File: config.mk
export PLATFORM = sky130hd
export DESIGN_NAME = vx_warp_ibuffer
export DESIGN_NICKNAME = d
export VERILOG_FILES = /design/src/rtl/vx_warp_ibuffer.sv
export SDC_FILE = /design/constraint.sdc
export NUM_CORES = 1
export LEC_CHECK = 0
export BUFFER_PORTS_ARGS = -buffer_cell sky130_fd_sc_hd__buf_2
export CAP_MARGIN = 20
export CORE_ASPECT_RATIO = 2
export CORE_UTILIZATION = 50
export DETAILED_ROUTE_END_ITERATION = 10
export PLACE_DENSITY_LB_ADDON = 0.12
export SLEW_MARGIN = 25
export SYNTH_ARGS = -nofsm -noshare
export SYNTH_HDL_FRONTEND = slang
export SYNTH_SLANG_ARGS = --single-unit
File: constraint.sdc
create_clock -name clk -period 4.15 [get_ports clk]
set_input_delay 0.415 -clock clk [delete_from_list [all_inputs] [get_ports clk]]
set_output_delay 0.415 -clock clk [all_outputs]
set_load 0.02 [all_outputs]
File: src/rtl/vx_warp_ibuffer.sv
// rtl/vx_warp_ibuffer.sv - per-warp instruction FIFOs with round-robin issue into a registered output slot
module vx_warp_ibuffer #(
    parameter int NUM_WARPS = 4,
    parameter int DEPTH     = 2,
    parameter int DATAW     = 64,
    localparam int WIS_W    = (NUM_WARPS > 1) ? $clog2(NUM_WARPS) : 1,
    localparam int CNT_W    = $clog2(DEPTH + 1)
) (
    input  logic                 clk,
    input  logic                 reset,
    input  logic                 in_valid,
    input  logic [WIS_W-1:0]     in_wis,
    input  logic [DATAW-1:0]     in_data,
    output logic                 in_ready,
    output logic                 out_valid,
    output logic [WIS_W-1:0]     out_wis,
    output logic [DATAW-1:0]     out_data,
    input  logic                 out_ready,
    output logic [NUM_WARPS-1:0] warp_empty
);
    localparam int PTR_W = $clog2(DEPTH);

    logic [DATAW-1:0] mem_q   [NUM_WARPS][DEPTH];
    logic [DATAW-1:0] mem_d   [NUM_WARPS][DEPTH];
    logic [PTR_W-1:0] rptr_q  [NUM_WARPS];
    logic [PTR_W-1:0] rptr_d  [NUM_WARPS];
    logic [PTR_W-1:0] wptr_q  [NUM_WARPS];
    logic [PTR_W-1:0] wptr_d  [NUM_WARPS];
    logic [CNT_W-1:0] count_q [NUM_WARPS];
    logic [CNT_W-1:0] count_d [NUM_WARPS];
    logic [WIS_W-1:0] rr_q, rr_d;
    logic             out_valid_q, out_valid_d;
    logic [WIS_W-1:0] out_wis_q, out_wis_d;
    logic [DATAW-1:0] out_data_q, out_data_d;

    logic             wis_ok;
    logic             enq;
    logic             load;
    logic             found;
    logic [WIS_W-1:0] grant;

    assign wis_ok   = int'(in_wis) < NUM_WARPS;
    assign in_ready = wis_ok && (count_q[in_wis] != CNT_W'(DEPTH));
    assign enq      = in_valid && in_ready && !reset;

    // First non-empty warp at or after rr_q, wrapping around.
    always_comb begin
        int idx;
        idx   = 0;
        found = 1'b0;
        grant = '0;
        for (int i = 0; i < NUM_WARPS; i++) begin
            idx = int'(rr_q) + i;
            if (idx >= NUM_WARPS) idx = idx - NUM_WARPS;
            if (!found && count_q[idx] != '0) begin
                found = 1'b1;
                grant = WIS_W'(idx);
            end
        end
    end

    assign load = (!out_valid_q || out_ready) && found;

    always_comb begin
        mem_d       = mem_q;
        rptr_d      = rptr_q;
        wptr_d      = wptr_q;
        count_d     = count_q;
        rr_d        = rr_q;
        out_valid_d = out_valid_q;
        out_wis_d   = out_wis_q;
        out_data_d  = out_data_q;

        if (enq) begin
            mem_d[in_wis][wptr_q[in_wis]] = in_data;
            wptr_d[in_wis]                = wptr_q[in_wis] + 1'b1;
        end

        if (load) begin
            out_valid_d  = 1'b1;
            out_wis_d    = grant;
            out_data_d   = mem_q[grant][rptr_q[grant]];
            rptr_d[grant] = rptr_q[grant] + 1'b1;
            rr_d         = (grant == WIS_W'(NUM_WARPS - 1)) ? '0 : grant + 1'b1;
        end else if (out_ready) begin
            out_valid_d = 1'b0;
        end

        // Same-warp enqueue and dequeue cancel out in the count.
        for (int w = 0; w < NUM_WARPS; w++) begin
            count_d[w] = count_q[w]
                       + CNT_W'(enq && (in_wis == WIS_W'(w)))
                       - CNT_W'(load && (grant == WIS_W'(w)));
        end
    end

    always_ff @(posedge clk) begin
        mem_q <= mem_d;
    end

    always_ff @(posedge clk) begin
        if (reset) begin
            rptr_q      <= '{default: '0};
            wptr_q      <= '{default: '0};
            count_q     <= '{default: '0};
            rr_q        <= '0;
            out_valid_q <= 1'b0;
            out_wis_q   <= '0;
            out_data_q  <= '0;
        end else begin
            rptr_q      <= rptr_d;
            wptr_q      <= wptr_d;
            count_q     <= count_d;
            rr_q        <= rr_d;
            out_valid_q <= out_valid_d;
            out_wis_q   <= out_wis_d;
            out_data_q  <= out_data_d;
        end
    end

    assign out_valid = out_valid_q;
    assign out_wis   = out_wis_q;
    assign out_data  = out_data_q;

    for (genvar w = 0; w < NUM_WARPS; w++) begin : g_empty
        assign warp_empty[w] = (count_q[w] == '0);
    end

`ifndef SYNTHESIS
    always_ff @(posedge clk) begin
        if (!reset) begin
            assert (!(in_valid && !wis_ok))
                else $error("in_wis %0d out of range", in_wis);
            for (int w = 0; w < NUM_WARPS; w++) begin
                assert (count_q[w] <= CNT_W'(DEPTH))
                    else $error("warp %0d count %0d out of range", w, count_q[w]);
            end
            if (out_valid_q && !out_ready) begin
                assert (out_data_d == out_data_q && out_wis_d == out_wis_q)
                    else $error("presented instruction changed while stalled");
            end
        end
    end
`endif
endmodule
==> flow_metrics.env <==
export IMPL_grt_pass1_wl_mm=82.0
export IMPL_die_h_microns=307
export IMPL_yosys_area_top_type="edfxtp_1"
export IMPL_post_route_min_period_ps=3100
export IMPL_clockBufferDepth=3
export IMPL_post_route_cell_area_sq_mm=0.0264
export IMPL_critical_path_startpoint_type="flip-flop"
export IMPL_final_cell_count_no_fill=2196
export IMPL_ys_warn_count=0
export IMPL_drive_above_1_share_pct=20.2
export IMPL_worstRegToRegCells=7
export IMPL_gp_congestion=0.767
export IMPL_ff_latch_area_sq_mm=0.0171
export IMPL_finalSetupViolCount=0
export IMPL_dp_cells=2095
export IMPL_drv_slew=0
export IMPL_clk_latency_ps=590
export IMPL_clk_pin_slew_worst_paths_ps=60
export IMPL_place_area_sq_mm=0.0247
export IMPL_power_density_mw_per_mm2=814
export IMPL_status="complete, no violations"
export IMPL_end_kind="flip-flop"
export IMPL_initial_utilization_pct=50.7
export IMPL_cts_setup_buffers=0
export IMPL_firstDrtPassIters=5
export IMPL_layout_commonest_cell="edfxtp_1"
export IMPL_rows=111
export IMPL_grt_max_degree=161
export IMPL_die_w_microns=154
export IMPL_synth_edf_count=512
export IMPL_ys_seq_elements=597
export IMPL_min_path_type="in2reg"
export IMPL_placeableCoreArea_sq_mm=0.0458
export IMPL_synth_top_area_share_pct=66.2
export IMPL_slew_headroom_pct=36.0
export IMPL_cts_sinks=597
export IMPL_cts_tree="yes"
export IMPL_numCtsBuffers=51
export IMPL_ctsHoldBuffers=0
export IMPL_tightestPinTransition_ps=960
export IMPL_cp_arrival_ps=3590
export IMPL_most_common_layout_cells="edfxtp_1, buf_2, nand2_1"
export IMPL_vias=13300
export IMPL_initialDrtViolationCount=694
export IMPL_ctsResizeCount=0
export IMPL_multiInputGateArea_sq_mm=0.00573
export IMPL_rsz0062_at_grt="false"
export IMPL_fillCellCount=3567
export IMPL_hold_viol=0
export IMPL_grt_use_total_pct=23.3
export IMPL_p_leak_nw=9.75
export IMPL_root_buffer="clkbuf_16"
export IMPL_skew_ps=23.5
export IMPL_async_flop_share_pct=0
export IMPL_cp_max_fo=160
export IMPL_syn_num_nets=1544
export IMPL_finalCritPeriodShare_pct=74.6
export IMPL_ys_seq_area_share_pct=73.6
export IMPL_max_cap_viol_count=0
export IMPL_top_level_ports=142
export IMPL_drc=0
export IMPL_grt_pass1_vias=13800
export IMPL_hold_path_cell_count=2
export IMPL_routed_via_density=6.07
export IMPL_synth_main_ff_cell="edfxtp_1"
export IMPL_synth_area_sq_mm=0.0232
export IMPL_portBuffers=141
export IMPL_synth_cell_types=46
export IMPL_antenna_left=0
export IMPL_pre_cts_ws_ps=1150
export IMPL_gr_total_overflow=0
export IMPL_peakVddDrop_mv=0.891
export IMPL_worst_ep_required_time_ps=4650
export IMPL_crit_type="reg2reg"
export IMPL_num_nets_final=1661
export IMPL_antenna_found_initial=9
export IMPL_syn_instance_count=1466
export IMPL_routed_wl_mm=53.7
export IMPL_place_hpwl_mm=28.4
export IMPL_htreeDepth=2
export IMPL_syn_area_per_cell_sq_um=15.8
export IMPL_synthTopCellsByArea="edfxtp_1, dfxtp_1, mux2i_1"
export IMPL_layout_setup_ws_ps=1050
export IMPL_fmax_mhz=323
export IMPL_area_growth_pct=13.6
export IMPL_die_area_sq_mm=0.0473
export IMPL_wl_per_cell_microns=24.5
==> power breakdown <==
group	switching [W]	internal, W	leakage, nW
Combinational	0.00598	0.00364	3.62
Sequential	0.000227	0.00691	5.33
Clock	0.00208	0.00262	0.804
==> final timing paths <==
check	start	to	slack, ps
worst max-delay path	count_q[4]	out_data[41]	1050
worst min-delay path	reset	rptr_q[3]	50
worst max register to register	count_q[4]	out_data[41]	1050
worst min register to register	wptr_q[2]	wptr_q[2]	460
==> cells by family after synthesis <==
family | synth area share [%]
compound gates | 13.1
xor+xnor | 0.490
fa+ha+maj | 0.431
buf+inv | 2.25
flops | 73.6
mux | 5.70
simple gates | 4.46
==> worst max-delay path: stages (launching register included) <==
cell	delay, ps
dfxtp_1	380
nor2_1	290
a311o_1	280
and2_4	530
buf_12	580
a21oi_1	110
a221o_1	390
a311oi_2	260
==> routing by layer <==
layer | track usage (%) | wire length (microns) | vias to the layer above
met4 | 11.8 | 2310 | 8
met3 | 3.85 | 2760 | 134
met1 | 27.7 | 21100 | 6759
met2 | 40.6 | 27500 | 402
li1 | - | - | 6028
met5 | 0 | 46 | -
==> flip-flops by register name, indices dropped and copies added, names as in the netlist <==
register / flops
mem_q: 512
out_data: 64
count_q: 8
rptr_q: 4
wptr_q: 4
out_wis: 2
rr_q: 2
out_valid: 1
==> cells in the mapped netlist, drive strengths merged (2+ instances only) <==
cell,instances
edfxtp,512
nand2,132
a21oi,130
mux2i,130
a221o,128
nor2,86
dfxtp,85
clkbuf,75
a311oi,64
buf,36
inv,13
xnor2,9
ha,8
nor2b,8
and3,5
a211oi,4
xor2,4
nand2b,3
nand3,3
nor3,3
or2,3
a2111o,2
and2,2
nand4,2
o21ba,2
o31ai,2
or4,2
==> through the flow <==
stage	TNS [ps]	utilization, %	hold slack, ps	power, W
finish	0	57.5	45.2	0.0215
global route	0	57.5	44.4	0.0226
CTS	0	57.5	28.0	0.0217
detailed placement	0	53.9	447	0.0170
global placement	0	53.9	442	0.0168
floorplan	-38850	-	431	0.0144
==> layout make-up <==
type / instances / share of cell area (%)
antenna: 6 / 0.0569
multi-input combinational: 745 / 21.7
inverter: 13 / 0.185
clock inverter: 23 / 0.864
clock buffer: 72 / 5.33
timing repair buffer: 175 / 4.41
sequential: 597 / 64.8
tap: 565 / 2.68
Note: power is estimated with default switching activity, not from simulation.
